## config.mk

```make
export PLATFORM = sky130hd
export DESIGN_NAME = result_collector
export DESIGN_NICKNAME = d
export VERILOG_FILES = /design/src/rtl/collector_pkg.sv /design/src/rtl/rr_pick.sv /design/src/rtl/result_collector.sv
export SDC_FILE = /design/constraint.sdc
export NUM_CORES = 1
export LEC_CHECK = 0
export ABC_CLOCK_PERIOD_IN_PS = 8350
export CORE_UTILIZATION = 42
export CTS_CLUSTER_DIAMETER = 80
export DETAILED_ROUTE_END_ITERATION = 16
export MAX_ROUTING_LAYER = met4
export SLEW_MARGIN = 5
export SYNTH_ARGS = -nofsm -noshare
export SYNTH_HDL_FRONTEND = slang
export SYNTH_SLANG_ARGS = --single-unit
```

## constraint.sdc

```tcl
create_clock -name clk -period 8.35 [get_ports clk]
set_input_delay 0.835 -clock clk [delete_from_list [all_inputs] [get_ports clk]]
set_output_delay 0.835 -clock clk [all_outputs]
set_load 0.05 [all_outputs]
```

## src/rtl/collector_pkg.sv

```systemverilog
// Shared types for the result collector: FSM states and the record handed to the frame builder.
package collector_pkg;

    typedef enum logic [1:0] {
        SCAN,
        SHIFT,
        HOLD
    } state_t;

    localparam int MAX_CH_W      = 6;
    localparam int MAX_WORD_BITS = 64;

    // Widest record any collector instance can emit; narrower instances use the low bits.
    typedef struct packed {
        logic [MAX_CH_W-1:0]      ch;
        logic [MAX_WORD_BITS-1:0] word;
        logic                     oflow;
        logic                     err;
    } record_t;

endpackage

```

## src/rtl/rr_pick.sv

```systemverilog
// Combinational round-robin finder: first asserted request after index 'last', wrapping modulo N.
module rr_pick #(
    parameter int N     = 4,
    parameter int IDX_W = (N > 1) ? $clog2(N) : 1
) (
    input  logic [N-1:0]     req,
    input  logic [IDX_W-1:0] last,
    output logic             valid,
    output logic [IDX_W-1:0] idx
);

    always_comb begin
        int c;
        valid = 1'b0;
        idx   = '0;
        c     = 0;
        // k = N revisits 'last' itself, so a lone requester is served back-to-back.
        for (int k = 1; k <= N; k++) begin
            c = (int'(last) + k) % N;
            if (!valid && req[c]) begin
                valid = 1'b1;
                idx   = IDX_W'(c);
            end
        end
    end

endmodule

```

## src/rtl/result_collector.sv

```systemverilog
// Round-robin harvester: serially pops one word from an eligible channel FIFO and offers it as a record.
module result_collector
    import collector_pkg::*;
#(
    parameter int N_CH      = 24,
    parameter int WORD_BITS = 32,
    parameter int CH_W      = (N_CH > 1) ? $clog2(N_CH) : 1
) (
    input  logic                 clk,
    input  logic                 rst_n,
    input  logic [N_CH-1:0]      ch_enable,
    input  logic [N_CH-1:0]      fifo_empty,
    input  logic [N_CH-1:0]      fifo_oflow,
    output logic [N_CH-1:0]      fifo_req,
    input  logic [N_CH-1:0]      fifo_bits,
    output logic                 out_valid,
    input  logic                 out_ready,
    output logic [CH_W-1:0]      out_ch,
    output logic [WORD_BITS-1:0] out_word,
    output logic                 out_oflow,
    output logic                 out_err,
    output logic                 busy
);

    localparam int              CNT_W    = $clog2(WORD_BITS);
    localparam logic [CNT_W-1:0] LAST_BIT = CNT_W'(WORD_BITS - 1);

    state_t               state;
    state_t               state_next;
    logic [CH_W-1:0]      sel;
    logic [CH_W-1:0]      rr_last;
    logic [CNT_W-1:0]     cnt;
    logic [WORD_BITS-1:0] shreg;
    logic                 err;
    logic [N_CH-1:0]      oflow_s;
    logic [N_CH-1:0]      oflow_clr;
    logic [N_CH-1:0]      eligible;
    logic                 pick_valid;
    logic [CH_W-1:0]      pick_idx;
    logic                 accept;

    assign eligible = ch_enable & ~fifo_empty;

    rr_pick #(
        .N     (N_CH),
        .IDX_W (CH_W)
    ) u_pick (
        .req   (eligible),
        .last  (rr_last),
        .valid (pick_valid),
        .idx   (pick_idx)
    );

    always_comb begin
        state_next = state;
        fifo_req   = '0;
        accept     = 1'b0;
        oflow_clr  = '0;
        case (state)
            SCAN: begin
                if (pick_valid) state_next = SHIFT;
            end
            SHIFT: begin
                fifo_req[sel] = 1'b1;
                if (cnt == LAST_BIT) state_next = HOLD;
            end
            HOLD: begin
                if (out_ready) begin
                    accept         = 1'b1;
                    oflow_clr[sel] = 1'b1;
                    state_next     = SCAN;
                end
            end
            default: state_next = SCAN;
        endcase
    end

    always_ff @(posedge clk or negedge rst_n) begin
        if (!rst_n) begin
            state   <= SCAN;
            sel     <= '0;
            rr_last <= CH_W'(N_CH - 1);
            cnt     <= '0;
            shreg   <= '0;
            err     <= 1'b0;
            oflow_s <= '0;
        end else begin
            state <= state_next;
            case (state)
                SCAN: begin
                    if (pick_valid) begin
                        sel   <= pick_idx;
                        shreg <= '0;
                        err   <= 1'b0;
                        cnt   <= '0;
                    end
                end
                SHIFT: begin
                    // Bits are kept as sampled even on underrun; err flags the record instead.
                    shreg[cnt] <= fifo_bits[sel];
                    if (fifo_empty[sel]) err <= 1'b1;
                    if (cnt == LAST_BIT) begin
                        cnt     <= '0;
                        rr_last <= sel;
                    end else begin
                        cnt <= cnt + 1'b1;
                    end
                end
                default: ;
            endcase
            // A new overflow arriving with acceptance survives into the next record.
            oflow_s <= (oflow_s & ~oflow_clr) | fifo_oflow;
        end
    end

    assign out_valid = (state == HOLD);
    assign out_ch    = sel;
    assign out_word  = shreg;
    assign out_err   = err;
    assign out_oflow = (state == HOLD) && oflow_s[sel];
    assign busy      = (state != SCAN);

endmodule

```

======== Word level (Yosys, flattened, before mapping) ========
Cells that the tools add are included.
W data, S select, Z words.
word-level totals
  register bits after elaboration ......... 74
  bits of input ports ..................... 99
  output and inout port bits .............. 65
  word-level logic and storage cells ...... 299
operators by class
  add/subtract/negate cells ............... 25
  div/mod/pow operators ................... 24
  $lt $le $gt $ge ......................... 28
  equal/unequal tests ..................... 7
  multiplexer cells ....................... 146
  bitwise operators ....................... 5
  reductions and logical operators ........ 57
operators with widths
  cell                     count
  $lt A32 B7 Y1 const B    24
  $mod A32 B6 Y32 const B  24
  $bmux W1 S5              27
  $mux W5                  26
  $mux W1                  79
  $mux W24                 3
  $pmux W32 S2             1
  $add A5 B5 Y6 const B    9
  $add A5 B4 Y6 const B    8
  $and A24 B24 Y24         2
  $not A24 Y24             2
  $bwmux W32               1
  $mux W32                 1
  $logic_and A1 B1 Y1      26
  $add A5 B3 Y6 const B    4
  $or A24 B24 Y24          1
  $logic_not A1 Y1         23
  $add A5 B2 Y6 const B    2
  $lt A5 B6 Y1 const B     2
  $demux W1 S5             2
  $ge A5 B1 Y1 const B     2
  $pmux W5 S2              1
  $add A5 B1 Y6 const B    1
  $mux W2                  3
  12 further kinds         18

======== Depth between registers and ports, before layout ========
Gate-level depths: netlist (run 1).
  word-level depth ........................ 77
  gate-level depth with buffers ........... 24

======== By module ========
A second synthesis (run 1) with hierarchy kept.
unflattened totals
  cell total of the unflattened synthesis .. 1395
  area total of the unflattened synthesis .. 11237.0 µm²
by module, submodules not included
  module            times used  cells each  area an instance (µm²)  seq. area each (µm²)
  rr_pick           1           964         7084.3                  0.0
  result_collector  1           431         4152.7                  1856.8

======== Worst setup path after synthesis (run 1) ========
No wires, ideal clock.
  kind .................................... register to register
  from .................................... register rr_last[1]
  to ...................................... register sel[3], in the netlist out_ch[3]
  setup time .............................. 124 ps
  arrival time ............................ 5124 ps
  setup slack ............................. 3103 ps
  cell stages (with the launch flop) ...... 23
  path buffers ............................ 4
  clock period less this slack ............ 5247 ps
  path through ............................ dfstp_2 -> buf_4 -> inv_2 -> clkbuf_1 -> ha_1 -> buf_4 -> nand2b_1 -> a21o_1 -> and2_1 -> ha_1 -> nand2b_1 -> nor4b_1 -> nor4_1 -> o31ai_1 -> o311a_2 -> nand2_1 -> or3_1 -> or4_4 -> buf_6 -> a21bo_4 -> nand3b_1 -> a31oi_1 -> a211o_1
on the way
  cells in the longest elaborated chain, start to end .. 76
  elaborated cells on any way between the ends .. 215
RTL lines
  element                                     RTL line                 text
  start: declaration                          result_collector.sv:31   logic [CH_W-1:0] rr_last;
  start signal: assignment                    result_collector.sv:82   rr_last <= CH_W'(N_CH - 1);
  start signal: assignment                    result_collector.sv:104  rr_last <= sel;
  $add A5 B1 Y6                               rr_pick.sv:19            c = (int'(last) + k) % N;
  $mod A32 B6 Y32                             rr_pick.sv:19
  $bmux W1 S5                                 rr_pick.sv:20            if (!valid && req[c]) begin
  $mux W1 (not written as such) (2 in a row)  rr_pick.sv:20
  $mux W1                                     rr_pick.sv:20
  $logic_not A1 Y1                            rr_pick.sv:20
  $logic_and A1 B1 Y1                         rr_pick.sv:20
  $mux W1                                     rr_pick.sv:20
  (+59 left out)                              --
  $mux W1                                     rr_pick.sv:20
  $logic_not A1 Y1                            rr_pick.sv:20
  $logic_and A1 B1 Y1                         rr_pick.sv:20
  $mux W1                                     rr_pick.sv:20
  $logic_not A1 Y1                            rr_pick.sv:20
  $logic_and A1 B1 Y1                         rr_pick.sv:20
  $mux W1                                     rr_pick.sv:20
  $reduce_and A2 Y1 (no line)                 --
  end signal: assignment                      result_collector.sv:92   sel <= pick_idx;
  end: declaration                            result_collector.sv:30   logic [CH_W-1:0] sel;
Parallel ways exist; a longest one is shown, timed or not. The select of a mux whose other input is x is not followed.
A chain may end at the register's enable or synchronous reset.

======== Final worst setup path (run 1) ========
  from .................................... register rr_last[2]
  to ...................................... register sel[1], in the netlist out_ch[1]
The elaborated chain is that of the path after synthesis.

==> results_dict.tcl, run 1 <==
set metrics [dict create \
    outcome "complete, no violations" \
    syn_area_um2 10900 \
    diodes 0 \
    drv_slew 0 \
    drive_gt1_share_pct 11.9 \
    startpoint_type "flop" \
    initial_core_util_pct 43.0 \
    die_h_um 163 \
    syn2layout_area_growth_pct 18.9 \
    mostFrequentLayoutCells "162 x clkdlybuf4s50_1, 116 x o21ai_0, 110 x nand2_1" \
    vias 11300 \
    netlist_instances 1330 \
    grt_max_degree 75 \
    wire_per_inst_um 23.5 \
    fin_crit_ps 6280 \
    cp-end-kind "flop" \
    hold_class "reg2reg" \
    post_cts_buffers 0 \
    period_share_pct 75.2 \
    worstPathArrival_ps 6520 \
    regArea_um2 1860 \
    synth-seq-area-share_pct 17.0 \
    cts_hold_buf 0 \
    wirelength_mm 41.7 \
    grt_overflow 0 \
    hold_viol_final 0 \
    ys_warn_count 0 \
    rsz0062_at_grt "false" \
    vias_per_cell 6.36 \
    first_global_vias 10700 \
    grt_usage_pct 32.3 \
    syn-num-nets 1479 \
    synth-edff-count 0 \
    dr.pass1.iters 5 \
    finalSetupTns_ps 0 \
    max_slew_margin_pct 33.9 \
    route.detailed.drc 0 \
    cp_max_fo 32 \
    clock_sink_count 74 \
    cts_resized 0 \
    cts_max_level 3 \
    drt-initial-drc-count 1060 \
    dpl.hpwl_mm 32.4 \
    place_congestion 1.01 \
    dieWidth_um 163 \
    cts_buffers 9 \
    n_fill_cell 2467 \
    fmax_ghz 0.159 \
    port_buffers 163 \
    fp-row-count 58 \
    cap_violations 0 \
    die_area_um2 26600 \
    setup_viol 0 \
    clkTransAtPathRegs_ps 70 \
    ys_types 118 \
    async_flop_share_pct 100 \
    io_pins 164 \
    insertion_delay_ps 350 \
    syn_avg_cell_area_um2 8.19 \
    critPathKind "reg2reg" \
    skew_ps 12.5 \
    max_slew.worst_pin.slew_ps 991 \
    drtAntennaViolNets 0 \
    antenna_found_initial 0 \
    required_ps 8580 \
    fp.coreArea_um2 25300 \
    cts_root_buffer "clkbuf_16" \
    max-clock-path-buffers 2 \
    grt_pass1_wl_mm 63.6 \
    reg2reg_slack_ps 2070 \
    ys_ff_latch 74 \
    layout.nets 1593 \
    cts_tree "yes" \
    synth_top_flop_cell "dfrtp_1" \
    multi_input_area_um2 8360 \
    layout_commonest_cell "clkdlybuf4s50_1" \
]
## registers in the layout, indices dropped and copies added (netlist names)
| register | cells |
|---|---|
| oflow_s | 24 |
| cnt | 5 |
| out_word | 32 |
| out_err | 1 |
| out_ch | 5 |
| rr_last | 5 |
| state | 2 |
## kinds of logic (layout without fill, tap and decap cells)
group	after synthesis	after routing	share of synthesized area, %
compound gates	417	417	26.7
xor+xnor	26	26	2.47
fa+ha+maj	51	51	5.83
buf+inv	141	260	6.43
flops	74	74	17.0
mux	102	102	15.6
simple gates	519	519	26.0
## per-stage QoR
step                      utilization [%]  area [um^2]  setup slack, ps  instances  hold WS, ps
after detailed placement             50.0        12700             2190       1763          471
final                                51.2        13000             2070       1779          488
after global routing                 51.2        13000             1490       1779          525
after global placement               50.0        12700             2060       1763          468
after floorplan                         -        10900             3100       1330          472
after CTS                            51.2        13000             2160       1779          487
## layout make-up
class / instances / area share, %
sequential: 74 / 14.3
multi-input combinational: 1115 / 64.5
clock inverter: 7 / 0.628
clock buffer: 9 / 1.74
tap: 330 / 3.19
inverter: 58 / 1.71
timing repair buffer: 186 / 13.9
## critical path, cell delays in order (launching register included)
cell and delay, ps:
dfstp_2 520, buf_4 410, ha_1 660, a21oi_2 140
xnor2_1 500, nor2_1 110, ha_1 310, or3b_1 340
mux2i_1 180, o22ai_1 140, or2_1 260, a221oi_1 460
nand2b_1 320, nand4b_1 440, nor4b_1 200, a2111oi_0 450
o22ai_1 180, o221ai_1 190, a21oi_1 90, o31a_1 230
## worst paths after layout
path                            depth (start not counted)                   start                      end
worst max-delay path                                   19  rr_last[2]$_DFFE_PN1P_    out_ch[1]$_DFFE_PN0P_
worst min-delay path                                    2     out_err$_DFFE_PN0P_      out_err$_DFFE_PN0P_
worst max register to register                         19  rr_last[2]$_DFFE_PN1P_    out_ch[1]$_DFFE_PN0P_
worst min register to register                          2     out_err$_DFFE_PN0P_      out_err$_DFFE_PN0P_
max in group asynchronous                               1                   rst_n     oflow_s[8]$_DFF_PN0_
min in group asynchronous                               1                   rst_n  out_word[3]$_DFFE_PN0P_
## synthesized netlist by cell type (6+ instances only)
cell	number	area share, %
o21ai_0	116	5.3
nand2_1	110	3.8
nor2_1	90	3.1
nand2b_1	71	4.1
dfrtp_1	70	16
nand3_1	59	2.7
a21oi_1	56	2.6
inv_1	51	1.8
ha_1	50	5.7
mux4_2	43	8.9
clkbuf_1	33	1.1
mux2i_1	31	2.8
o211ai_1	28	1.9
nor3_1	27	1.2
buf_2	26	1.2
o31ai_1	22	1.5
mux2_2	21	2.2
xnor2_1	20	1.6
nand3b_1	18	1.2
nor2b_1	17	0.98
and2_1	16	0.92
a21o_1	15	1.0
a31oi_1	15	0.86
or3_1	15	0.86
nand4_1	13	0.75
a22oi_1	12	0.83
buf_6	12	1.2
a211oi_1	11	0.76
nor3b_1	11	0.76
and3_1	10	0.57
and3b_1	10	0.80
buf_4	9	0.62
o22ai_1	9	0.52
o21a_1	8	0.55
or2_2	8	0.46
mux4_1	7	1.7
nor4_1	7	0.40
o211a_1	7	0.64
a21oi_2	6	0.48
o2bb2ai_1	6	0.48
## metal layers
| metal | routed length, um | track usage, % | vias up |
|---|---|---|---|
| met2 | 19600 | 51.5 | 494 |
| met1 | 18400 | 42.6 | 5503 |
| met5 | 0 | - | - |
| met4 | 1030 | 9.86 | 0 |
| li1 | - | - | 5264 |
| met3 | 2680 | 4.19 | 62 |
Power of run 1 is not shown: default switching activity piles up to over one toggle a cycle in this logic, so the estimate is an artifact.
==> run 2, diff against run 1 <==
Settings changed: ABC_CLOCK_PERIOD_IN_PS 8350 to 6200.
Clock period 8.35 ns to 6.2 ns, I/O delays scaled along.
==> results_dict.tcl, run 2 (synthesized netlist as in run 1, its figures left out) <==
set metrics [dict create \
    outcome "complete, no violations" \
    grt_usage_pct 32.8 \
    diodes 0 \
    clock_sink_count 74 \
    grt_pass1_wl_mm 64.3 \
    wirelength_mm 41.6 \
    startpoint_type "flop" \
    cp-startpoint "rr_last[2]$_DFFE_PN1P_" \
    mostFrequentLayoutCells "162 x clkdlybuf4s50_1, 116 x o21ai_0, 110 x nand2_1" \
    skew_ps 16.4 \
    dpl.hpwl_mm 32.8 \
    critPathMaxStageDelay_ps 840 \
    grt_max_degree 75 \
    max_slew.worst_pin.slew_ps 998 \
    crit_family "simple AND/OR/NAND/NOR gates" \
    fin_area_um2 13200 \
    max_slew_margin_pct 32.9 \
    cts_tree "yes" \
    initial_core_util_pct 43.0 \
    io_pins 164 \
    antenna_found_initial 0 \
    period_share_pct 92.4 \
    drv_slew 0 \
    wire_per_inst_um 23.0 \
    worstPathArrival_ps 6000 \
    crit_buf_inv 1 \
    required_ps 6480 \
    fp-row-count 58 \
    layout_commonest_cell "clkdlybuf4s50_1" \
    cap_violations 0 \
    cts_root_buffer "clkbuf_16" \
    multi_input_area_um2 8360 \
    die_area_um2 26600 \
    final_util_pct 52.0 \
    cts_hold_buf 0 \
    cp-end-kind "flop" \
    n_fill_cell 2421 \
    cts_resized 0 \
    post_cts_buffers 0 \
    hold_class "in2async" \
    route.detailed.drc 0 \
    first_global_vias 10900 \
    drt-initial-drc-count 1020 \
    cts_max_level 3 \
    layout.nets 1621 \
    regArea_um2 1860 \
    place_congestion 1.02 \
    rsz0062_at_grt "false" \
    critPathKind "reg2reg" \
    port_buffers 163 \
    fmax_ghz 0.175 \
    grt_overflow 0 \
    drive_gt1_share_pct 13.6 \
    cp_slowest_cell "nor4b_1" \
    path_cells "buf_4, ha_1, nand2b_1, nor2_1, nor2_1, ha_1, and3b_1, o22ai_1, and3_1, o21ai_0, nand3_2, nor3_4, nand4b_1, nor4b_1, a2111oi_0, o22ai_1, o221ai_1, a21oi_1, o31a_1" \
    cp_max_fo 13 \
    r2r_start "rr_last[2]$_DFFE_PN1P_" \
    finalSetupTns_ps 0 \
    vias_per_cell 6.31 \
    dieWidth_um 163 \
    clkTransAtPathRegs_ps 70 \
    fin_crit_ps 5730 \
    die_h_um 163 \
    fp.coreArea_um2 25300 \
    vias 11400 \
    setup_viol 0 \
    largest_register_ff_count 32 \
    max-clock-path-buffers 2 \
    cts_buffers 9 \
    drtAntennaViolNets 0 \
    insertion_delay_ps 350 \
    placed_cell_area_um2 12900 \
    hold_viol_final 0 \
    dr.pass1.iters 7 \
    syn2layout_area_growth_pct 20.8 \
]
[run 2: cell types whose count changed in the layout (fill, tap and decap cells not counted)]
| cell | delta |
|---|---|
| buf_4 | +28 |
| clkinv_2 | +2 |
| clkinv_4 | -1 |
| inv_6 | -1 |
[run 2: path summary, 6_finish.rpt]
path / cells past startpoint / slack (ps) / end
max reg2reg: 19 / 470 / out_ch[1]$_DFFE_PN0P_
min in group clk: 2 / 480 / out_err$_DFFE_PN0P_
max: 19 / 470 / out_ch[1]$_DFFE_PN0P_
min: 1 / 420 / out_word[5]$_DFFE_PN0P_
min reg2reg: 2 / 480 / out_err$_DFFE_PN0P_
max in group asynchronous: 1 / 5090 / rr_last[3]$_DFFE_PN0P_
[run 2: layout make-up]
cell class	instances	share of cell area, %
Timing Repair Buffer	214	15.3
Tap cell	330	3.14
Sequential cell	74	14.1
Clock buffer	9	1.71
Inverter	58	1.68
Multi-Input combinational cell	1115	63.5
Clock inverter	7	0.561
[run 2: routing by layer]
layer | GRT usage [%] | routed length (um) | up-vias
li1 | - | - | 5337
met5 | - | 0 | -
met2 | 51.5 | 19300 | 455
met4 | 11.0 | 1370 | 0
met1 | 43.8 | 18700 | 5540
met3 | 3.66 | 2250 | 70
[run 2: through the flow]
| stage | setup WS, ps | cells | hold WS, ps |
|---|---|---|---|
| finish | 471 | 1807 | 420 |
| global route | 169 | 1807 | 506 |
| CTS | 567 | 1807 | 454 |
| detailed placement | 620 | 1791 | 475 |
| global placement | 727 | 1791 | 472 |
| floorplan | 953 | 1330 | 324 |
[run 2: worst reg2reg max path: cells and delay by family (launching register included)]
family          cells  cell delay, ps
flops               1             570
buf+inv             1             240
fa+ha+maj           2             550
compound gates      7            1470
simple gates        9            2830
Power of run 2 is left out for the same reason.
==> run 3, diff against run 2 <==
Settings changed: ABC_AREA set to 1, PLACE_DENSITY set to 0.66.
==> results_dict.tcl, run 3 <==
set metrics [dict create \
    finalSetupTns_ps 0 \
    largest_register_ff_count 32 \
    syn-num-nets 1806 \
    place_congestion 1.02 \
    port_buffers 163 \
    initial_core_util_pct 42.9 \
    die_area_um2 23700 \
    period_share_pct 83.8 \
    p_per_area_nw_per_um2 597 \
    cp-end-kind "flop" \
    hold_viol_final 0 \
    ys_types 60 \
    fmax_ghz 0.193 \
    cap_violations 0 \
    met2WireLength_mm 18.1 \
    critPathKind "reg2reg" \
    vias 11800 \
    wirelength_mm 39.3 \
    layout_commonest_cell "nand2_1" \
    drive_gt1_share_pct 6.12 \
    cts_root_buffer "clkbuf_16" \
    yosysTopAreaCell "dfrtp_1" \
    fp.coreArea_um2 22600 \
    io_pins 164 \
    clock_sink_count 74 \
    p_seq_share_pct 10.6 \
    wire_per_inst_um 18.7 \
    dpl.hpwl_mm 31.4 \
    cts_tree "yes" \
    syn2layout_area_growth_pct 22.9 \
    dieWidth_um 154 \
    netlist_instances 1657 \
    worstPathArrival_ps 5430 \
    cts_buffers 9 \
    cts_resized 0 \
    async_flop_share_pct 100 \
    clkTransAtPathRegs_ps 70 \
    syn_avg_cell_area_um2 5.86 \
    max_slew.worst_pin.slew_ps 1170 \
    drt-initial-drc-count 1096 \
    cts_hold_buf 0 \
    insertion_delay_ps 350 \
    synth-seq-area-share_pct 19.1 \
    cts_max_level 3 \
    rsz0062_at_grt "false" \
    setup_viol 0 \
    fin_crit_ps 5190 \
    route.detailed.drc 0 \
    antenna_found_initial 0 \
    grt_usage_pct 34.0 \
    p_int_mw 2.58 \
    required_ps 6440 \
    vias_per_cell 5.61 \
    fp-row-count 55 \
    ir_worst_vdd_mv 0.390 \
    grt_overflow 0 \
    synthTopCellsByArea "dfrtp_1 18%, nand2_1 17%, nand3_1 14%" \
    yosysMostFrequentCell "nand2_1" \
    max_slew_margin_pct 21.3 \
    outcome "complete, no violations" \
    startpoint_type "flop" \
    leakage_nw 5.91 \
    synth_top_flop_cell "dfrtp_1" \
    first_global_vias 10900 \
    p_switching_mw 4.54 \
    p_comb_share_pct 81.1 \
    ys_ff_latch 74 \
    grt_pass1_wl_mm 60.4 \
    synth_common_cells "450 x nand2_1, 263 x nand3_1, 214 x inv_1, 166 x nor2_1, 70 x dfrtp_1" \
    mostFrequentLayoutCells "450 x nand2_1, 263 x nand3_1, 214 x inv_1" \
    grt_max_degree 75 \
    wl_met1_mm 16.9 \
    swShare_pct 63.7 \
    syn_area_um2 9700 \
    synth_top_area_share_pct 18.1 \
    synth-edff-count 0 \
    drv_slew 0 \
    clkPwrFrac_pct 8.3 \
    skew_ps 12.2 \
    highest_layer "met4" \
    die_h_um 154 \
    wl_met3_mm 3.27 \
    dr.pass1.iters 8 \
    place_ws_ps 1090 \
    max-clock-path-buffers 2 \
    cp_max_fo 10 \
    ys_warn_count 0 \
    diodes 0 \
    hold_class "in2async" \
    drtAntennaViolNets 0 \
    post_cts_buffers 0 \
    timing.final.ws_setup_ps 1010 \
    layout.nets 1958 \
    final_util_pct 52.7 \
]
## run 3: cell types whose count changed in the layout (fill, tap and decap cells not counted), moves of 29 or more
cell      previous run  this run
inv_1               51       214
nor2_1              90       166
buf_4               52        23
nand2b_1            71         0
o21ai_1              4        49
nand3_1             59       263
nand2_1            110       450
mux4_2              43         0
o21ai_0            116        62
mux2i_1             31         0
## run 3: kinds of logic after synthesis
logic type	share of synthesized area [%]
and+or+nand+nor	47.0
adders and majority gates	6.45
DFF	19.1
buffers and inverters	11.9
xor gates and xnor gates	1.51
AOI/OAI and AO/OA	14.1
## run 3: per-layer routing
metal  track usage (%)  vias up
li1                  -     5783
met1              44.0     5395
met2              54.8      520
met3              4.88       66
met4              10.5        0
met5                 -        -
## run 3: area by class of cell
class,count,area [um^2]
Fill cell,2356,10700
Multi-Input combinational cell,1298,6700
Sequential cell,74,1860
Timing Repair Buffer,185,1790
Inverter,241,905
Tap cell,285,357
Clock buffer,9,225
Clock inverter,6,90.1
## run 3: path summary, 6_finish.rpt
check                      cells after the start                        to                    from  slack [ps]
min                                            1  out_word[25]$_DFFE_PN0P_                   rst_n         440
min in group clk                               2       out_err$_DFFE_PN0P_     out_err$_DFFE_PN0P_         490
max in group asynchronous                      1      oflow_s[8]$_DFF_PN0_                   rst_n        5100
max                                           24     out_ch[2]$_DFFE_PN0P_  rr_last[1]$_DFFE_PN1P_        1010
max reg2reg                                   24     out_ch[2]$_DFFE_PN0P_  rr_last[1]$_DFFE_PN1P_        1010
min reg2reg                                    2       out_err$_DFFE_PN0P_     out_err$_DFFE_PN0P_         490
## run 3: metrics by stage
stage               instances  cell area, um^2  power [mW]  hold WS (ps)
floorplan                1657             9700        4.62           324
global placement         2083            11600        6.37           463
detailed placement       2083            11600        6.39           470
CTS                      2098            11900        7.01           478
global route             2098            11900        7.62           518
finish                   2098            11900        7.12           440
## run 3: power by group through the flow
stage / clock network, mW / logic, mW / registers (mW)
detailed placement: 0 / 5.64 / 0.758
global route: 0.611 / 6.23 / 0.769
CTS: 0.595 / 5.66 / 0.755
global placement: 0 / 5.61 / 0.759
finish: 0.591 / 5.77 / 0.758
floorplan: 0 / 3.59 / 1.03
## run 3: critical path, stage by stage, from the launching register on
cell      delay, ps
dfstp_2         660
inv_1           170
ha_1            310
xnor2_2         660
inv_2           320
nand3_1         170
nand2_1         150
nand2_1         120
nand2_2          90
nor2_4          190
nand3_4         110
nor2_8          160
nand4_4         160
nor2_8          170
nand4_4         120
nor2_4          140
nand4_2         110
nor2_4          230
nand4_2         160
nor2_4          220
nand3b_2        240
nor2_1          210
nor2_1           60
nand2_1          70
nand2_1          50
No activity file was read; power rests on OpenSTA's default activity.
